[config.mk]
export PLATFORM = sky130hd
export DESIGN_NAME = sumador_monitor_flat
export DESIGN_NICKNAME = d
export VERILOG_FILES = /design/src/rtl/sumador_monitor_if.sv /design/src/rtl/sumador_monitor.sv /design/src/flat_wrapper.sv
export SDC_FILE = /design/constraint.sdc
export NUM_CORES = 1
export LEC_CHECK = 0
export CORE_ASPECT_RATIO = 2
export CORE_MARGIN = 2
export CORE_UTILIZATION = 31
export CTS_CLUSTER_DIAMETER = 120
export CTS_CLUSTER_SIZE = 20
export DETAILED_ROUTE_END_ITERATION = 6
export DONT_BUFFER_PORTS = 1
export PLACE_DENSITY = 0.56
export RECOVER_POWER = 100
export SLEW_MARGIN = 20
export SYNTH_ARGS = -nofsm -noshare
export SYNTH_HDL_FRONTEND = slang
export SYNTH_SLANG_ARGS = --single-unit
[constraint.sdc]
create_clock -name CLK -period 6.5 [get_ports CLK]
set_clock_uncertainty 0.1 [all_clocks]
set_input_delay 0.325 -clock CLK [delete_from_list [all_inputs] [get_ports CLK]]
set_output_delay 0.325 -clock CLK [all_outputs]
set_load 0.05 [all_outputs]
[src/rtl/sumador_monitor_if.sv]
// Bundles the nets shared by the adder DUT, its probador and the response monitor.
// master drives the operands and the DUT response; slave (the monitor) only observes them.
interface sumador_monitor_if #(
  parameter int WIDTH = 8,
  parameter int CNT_W = 16
);
  logic             ENB;
  logic [1:0]       MODO;
  logic [WIDTH-1:0] A;
  logic [WIDTH-1:0] B;
  logic             RCI;
  logic [WIDTH-1:0] Q;
  logic             RCO;
  logic [WIDTH-1:0] EXP_Q;
  logic             EXP_RCO;
  logic             ERR;
  logic             FAIL;
  logic [CNT_W-1:0] CHK_CNT;
  logic [CNT_W-1:0] ERR_CNT;

  modport master (
    output ENB, MODO, A, B, RCI, Q, RCO,
    input  EXP_Q, EXP_RCO, ERR, FAIL, CHK_CNT, ERR_CNT
  );

  modport slave (
    input  ENB, MODO, A, B, RCI, Q, RCO,
    output EXP_Q, EXP_RCO, ERR, FAIL, CHK_CNT, ERR_CNT
  );
endinterface

[src/rtl/sumador_monitor.sv]
// Response checker for the registered adder family: a cycle-accurate reference model
// compared every edge against the DUT's Q/RCO, with sticky fail and saturating counters.
module sumador_monitor #(
  parameter int WIDTH = 8,
  parameter int CNT_W = 16
) (
  input  logic               CLK,
  input  logic               RESET_L,
  sumador_monitor_if.slave   mon
);

  localparam logic [0:0] S_WAIT  = 1'b0;
  localparam logic [0:0] S_CHECK = 1'b1;

  logic [0:0]       state_r;
  logic [WIDTH-1:0] exp_q_r;
  logic             exp_rco_r;
  logic             err_r;
  logic             fail_r;
  logic [CNT_W-1:0] chk_cnt_r;
  logic [CNT_W-1:0] err_cnt_r;

  logic [WIDTH:0]   sum_s;
  logic [WIDTH:0]   dif_s;
  logic [WIDTH:0]   next_s;
  logic             mismatch_s;

  function automatic logic [CNT_W-1:0] sat_inc(input logic [CNT_W-1:0] v);
    if (v == {CNT_W{1'b1}}) begin
      sat_inc = v;
    end else begin
      sat_inc = v + {{(CNT_W-1){1'b0}}, 1'b1};
    end
  endfunction

  // Next value of the reference model; borrow of the subtraction lands in the top bit.
  always_comb begin
    sum_s  = {1'b0, mon.A} + {1'b0, mon.B} + {{WIDTH{1'b0}}, mon.RCI};
    dif_s  = {1'b0, mon.A} - {1'b0, mon.B} - {{WIDTH{1'b0}}, mon.RCI};
    next_s = {exp_rco_r, exp_q_r};
    if (mon.ENB) begin
      case (mon.MODO)
        2'b00:   next_s = sum_s;
        2'b01:   next_s = dif_s;
        2'b10:   next_s = {exp_rco_r, exp_q_r};
        2'b11:   next_s = {(WIDTH+1){1'b0}};
        default: next_s = {exp_rco_r, exp_q_r};
      endcase
    end else begin
      next_s = {exp_rco_r, exp_q_r};
    end
  end

  // Four-state compare so that an undriven or unknown DUT output is flagged.
  always_comb begin
    mismatch_s = ({mon.RCO, mon.Q} !== {exp_rco_r, exp_q_r});
  end

  // Reference model register.
  always_ff @(posedge CLK or negedge RESET_L) begin
    if (!RESET_L) begin
      exp_q_r   <= {WIDTH{1'b0}};
      exp_rco_r <= 1'b0;
    end else begin
      {exp_rco_r, exp_q_r} <= next_s;
    end
  end

  // Checker FSM: compares the pre-update model, so the load edge itself is never checked.
  always_ff @(posedge CLK or negedge RESET_L) begin
    if (!RESET_L) begin
      state_r   <= S_WAIT;
      err_r     <= 1'b0;
      fail_r    <= 1'b0;
      chk_cnt_r <= {CNT_W{1'b0}};
      err_cnt_r <= {CNT_W{1'b0}};
    end else begin
      case (state_r)
        S_WAIT: begin
          err_r <= 1'b0;
          if (mon.ENB && (mon.MODO != 2'b10)) begin
            state_r <= S_CHECK;
          end else begin
            state_r <= S_WAIT;
          end
        end
        S_CHECK: begin
          chk_cnt_r <= sat_inc(chk_cnt_r);
          if (mismatch_s) begin
            err_r     <= 1'b1;
            fail_r    <= 1'b1;
            err_cnt_r <= sat_inc(err_cnt_r);
          end else begin
            err_r <= 1'b0;
          end
        end
        default: begin
          state_r <= S_WAIT;
          err_r   <= 1'b0;
        end
      endcase
    end
  end

  assign mon.EXP_Q   = exp_q_r;
  assign mon.EXP_RCO = exp_rco_r;
  assign mon.ERR     = err_r;
  assign mon.FAIL    = fail_r;
  assign mon.CHK_CNT = chk_cnt_r;
  assign mon.ERR_CNT = err_cnt_r;

endmodule

[src/flat_wrapper.sv]
// flat-port wrapper written by rule: the top's interface ports become plain ports
module sumador_monitor_flat 
#(
  parameter int WIDTH = 8,
  parameter int CNT_W = 16
)
  (CLK, RESET_L, mon_ENB, mon_MODO, mon_A, mon_B, mon_RCI, mon_Q, mon_RCO, mon_EXP_Q, mon_EXP_RCO, mon_ERR, mon_FAIL, mon_CHK_CNT, mon_ERR_CNT);
  sumador_monitor_if #(.WIDTH(WIDTH), .CNT_W(CNT_W)) mon_i ();
  input  logic CLK;
  input  logic RESET_L;
  input wire logic [$bits(mon_i.ENB)-1:0] mon_ENB;
  input wire logic [$bits(mon_i.MODO)-1:0] mon_MODO;
  input wire logic [$bits(mon_i.A)-1:0] mon_A;
  input wire logic [$bits(mon_i.B)-1:0] mon_B;
  input wire logic [$bits(mon_i.RCI)-1:0] mon_RCI;
  input wire logic [$bits(mon_i.Q)-1:0] mon_Q;
  input wire logic [$bits(mon_i.RCO)-1:0] mon_RCO;
  output wire logic [$bits(mon_i.EXP_Q)-1:0] mon_EXP_Q;
  output wire logic [$bits(mon_i.EXP_RCO)-1:0] mon_EXP_RCO;
  output wire logic [$bits(mon_i.ERR)-1:0] mon_ERR;
  output wire logic [$bits(mon_i.FAIL)-1:0] mon_FAIL;
  output wire logic [$bits(mon_i.CHK_CNT)-1:0] mon_CHK_CNT;
  output wire logic [$bits(mon_i.ERR_CNT)-1:0] mon_ERR_CNT;
  assign mon_i.ENB = mon_ENB;
  assign mon_i.MODO = mon_MODO;
  assign mon_i.A = mon_A;
  assign mon_i.B = mon_B;
  assign mon_i.RCI = mon_RCI;
  assign mon_i.Q = mon_Q;
  assign mon_i.RCO = mon_RCO;
  assign mon_EXP_Q = mon_i.EXP_Q;
  assign mon_EXP_RCO = mon_i.EXP_RCO;
  assign mon_ERR = mon_i.ERR;
  assign mon_FAIL = mon_i.FAIL;
  assign mon_CHK_CNT = mon_i.CHK_CNT;
  assign mon_ERR_CNT = mon_i.ERR_CNT;
  sumador_monitor #(.WIDTH(WIDTH), .CNT_W(CNT_W)) u_core (.CLK(CLK), .RESET_L(RESET_L), .mon(mon_i));
endmodule
==> results by group <==
Run
  – Max-Cap Viols: 1

Power and ir drop
  – Pwr dens: ~360 nW/µm²
  – Clock power frac: 0.230
  – Peak VDD IR: 0.0974 mV
  – Pint: 591 µW
  – Switching share of power: 0.471
  – Combinational power share: 0.206
  – Total power: 1120 µW
  – Reg power frac: 0.564
  – Leak: 0.00144 µW
  – Net Sw Power: around 530 µW

Drt
  – Wire per inst: 16.6 µm
  – Final ANT Viol Nets: 0
  – Post-DR vias/cell: ~5.4
  – DR DRC count: 0
  – Via Count: approximately 2200
  – Drt total wl: between 6000 and 7000 µm
  – Initial DRC Count: 92
  – Detailed Routing Iterations Pass 1: 4

Timing
  – Setup TNS: 0 ns
  – RSZ-0062 raised after global routing: no
  – Normalized max-slew margin: -0.586
  – Max frequency: 361 MHz
  – Final Setup Violations: 0
  – Worst-Margin Slew: around 2.4 ns
  – Fin. Hold Viols: 0
  – Period utilisation layout: 0.426
  – Slew Viols, Final: 45
  – Final min period: 2.77 ns

Yosys
  – Cells after Synth: 312
  – Library cells used by synthesis: 47
  – Post-Syn Nets: 369
  – Post-synth EDFFs: 0
  – Mapped Area: 2890 µm²
  – Post-synth top flop: dfrtp_1
  – YS warnings: 0
  – Syn Area/Cell: 9.26 µm²
  – Synthesized flop and latch total: 44
  – Async S/R FF share, synth: 1.00
  – Post-synthesis sequential area ratio: 0.381

Outcome
  – Status: complete, but fails checks
  – Failing checks: capacitance limit, slew limit

Cells and area
  – Commonest non-fill, non-tap cell in the layout: dfrtp_1
  – Antenna cells: 0
  – Final nets: 371
  – P&R area growth vs syn: 8.67%
  – Most frequent cells in the layout: dfrtp_1 (44), inv_1 (36), nor2_1 (25)
  – Final core utilization: 0.348
  – Layout cells sized above 1: 0.0349

Placement
  – Buffers added on ports: 0
  – HPWL Detailed: 5720 µm
  – Gpl congestion: 0.893

Worst hold path
  – Hold Crit Class: input pin to register
  – Worst Hold Depth: 1

GRT
  – Initial antenna violation count: 0
  – GRT Residual Overflow: 0
  – First-pass GRT wire length: 11400 µm
  – GR Util All Layers: 0.147
  – Largest net degree at the start of global routing: 45
  – Vias in the first global route: roughly 2300

Clocking
  – Htree depth: 2
  – Count of clock tree sinks: 44
  – Post-CTS setup repair buffer count: 0
  – Clock buffer depth: 2
  – Hold buffers post-CTS: 2
  – Cts bufs inserted: 5
  – Clk_lat worst skew: 0.28 ns
  – Clk slew on worst S/H paths: 0.06 ns
  – PostCTS Resize Cnt: 0
  – CTS tree: yes
  – Root buffer cell: clkbuf_16

Worst setup path
  – Kind of critical path: input pin to async pin
  – Type of origin of the critical path: input pin
  – Reg2reg path depth: 5
  – Critical Path Sink Type: async pin
  – WP buf/inv: 2
  – Crit path depth: 2
  – Largest delay contributor family on the critical path: buffers and inverters
  – Arrival @ worst endpoint: 2.56 ns
  – CP max stage delay: 1.68 ns
  – WP data required: 6.30 ns
  – Critical-path cell list: dlygate4sd3_1 > clkbuf_1
  – CP max-delay cell: clkbuf_1
  – Maximum fanout along the worst path: 44

Die
  – Die area: 10200 µm²
  – Row count: 49
  – Chip Width: slightly above 70 µm
  – Starting density of the core: 0.320
  – Area of the core: 9010 µm²
  – Die H: approximately 140 µm
  – I/O pins: 74
[power by group through the flow]
stage               Clock [µW]  Sequential [µW]  Combinational [µW]
floorplan                    0              613                 189
global placement             0              638                 225
detailed placement           0              639                 230
CTS                        269              633                 239
global route               280              642                 268
finish                     257              631                 230
[Yosys cell counts, types with 2 or more instances]
cell / number / share of area
nor3_1: 11 / 0.019
clkbuf_1: 4 / 0.0052
nand4_1: 8 / 0.017
buf_2: 2 / 0.0035
and2_1: 3 / 0.0065
a41oi_1: 3 / 0.0091
inv_1: 36 / 0.047
a22oi_1: 2 / 0.0052
a221o_1: 2 / 0.0069
a21oi_1: 12 / 0.021
or2_2: 2 / 0.0043
o211ai_1: 4 / 0.010
mux2i_1: 2 / 0.0069
fa_1: 3 / 0.021
nor4_1: 4 / 0.0087
and3_1: 4 / 0.0087
or4_1: 3 / 0.0078
o21ai_0: 8 / 0.014
nand2b_1: 2 / 0.0043
nand3_1: 14 / 0.024
xnor2_1: 24 / 0.073
nand2_1: 17 / 0.022
o21ai_1: 4 / 0.0069
dfrtp_1: 44 / 0.38
a31oi_1: 4 / 0.0087
o22ai_1: 2 / 0.0043
xor2_1: 19 / 0.058
o221ai_1: 2 / 0.0061
nor2_1: 25 / 0.032
and4_1: 3 / 0.0091
ha_1: 23 / 0.10
[registers in the layout, summed over array words and instances, names as in the netlist]
register            count
u_core.state_r          1
u_core.mon.ERR_CNT     16
u_core.mon.EXP_RCO      1
u_core.mon.ERR          1
u_core.mon.FAIL         1
u_core.mon.EXP_Q        8
u_core.mon.CHK_CNT     16
[layer usage]
metal  GRT usage  share of wire  routed length [µm]
met1       0.126           0.31                2170
met5           0              0                   0
met2       0.282           0.58                4040
met3      0.0338          0.052                 364
met4      0.0983          0.053                 368
[kinds of logic (layout without fill, tap and decap cells)]
kind of cell             after synthesis  in the layout  synth area share
AND/OR/NAND/NOR                      101            101             0.178
AO/OA/AOI/OAI                         51             51             0.116
flip-flops                            44             44             0.381
XOR/XNOR                              43             43             0.130
buffers and inverters                 43             46            0.0594
adder cells (fa/ha/maj)               26             26             0.120
multiplexers                           4              4            0.0147
[area by class of cell]
class,instances,area [µm²]
flip-flops and latches,44,1100
inverters,36,135
clock buffers,7,143
well taps,102,128
fillers,957,5870
clock inverters,1,7.51
repair buffers,2,13.8
multi-input cells,225,1610
[final timing paths]
check,startpoint,endpoint,slack [ns]
setup / recovery,RESET_L,u_core.mon.CHK_CNT[8],3.73
hold / removal,mon_MODO[0],u_core.mon.EXP_Q[0],0.07
setup reg to reg,u_core.mon.ERR_CNT[0],u_core.mon.ERR_CNT[1],3.77
hold reg to reg,u_core.state_r,u_core.state_r,0.60
max in group CLK,u_core.mon.ERR_CNT[0],u_core.mon.ERR_CNT[1],3.77
min in group asynchronous,RESET_L,u_core.mon.EXP_Q[0],1.20
[metrics by stage]
stage          hold slack [ns]  worst slack (ns)  instance area [µm²]  instances
4_1_cts                 0.0618              3.90                 3170        417
3_5_place_dp           -0.0694              3.86                 2980        407
5_1_grt                 0.0603              3.20                 3140        417
6_report                0.0660              3.73                 3140        417
3_3_place_gp           -0.0693              3.88                 2980        407
2_1_floorplan          -0.0706              4.05                 2890        312
Power figures use the tool's default switching activity.
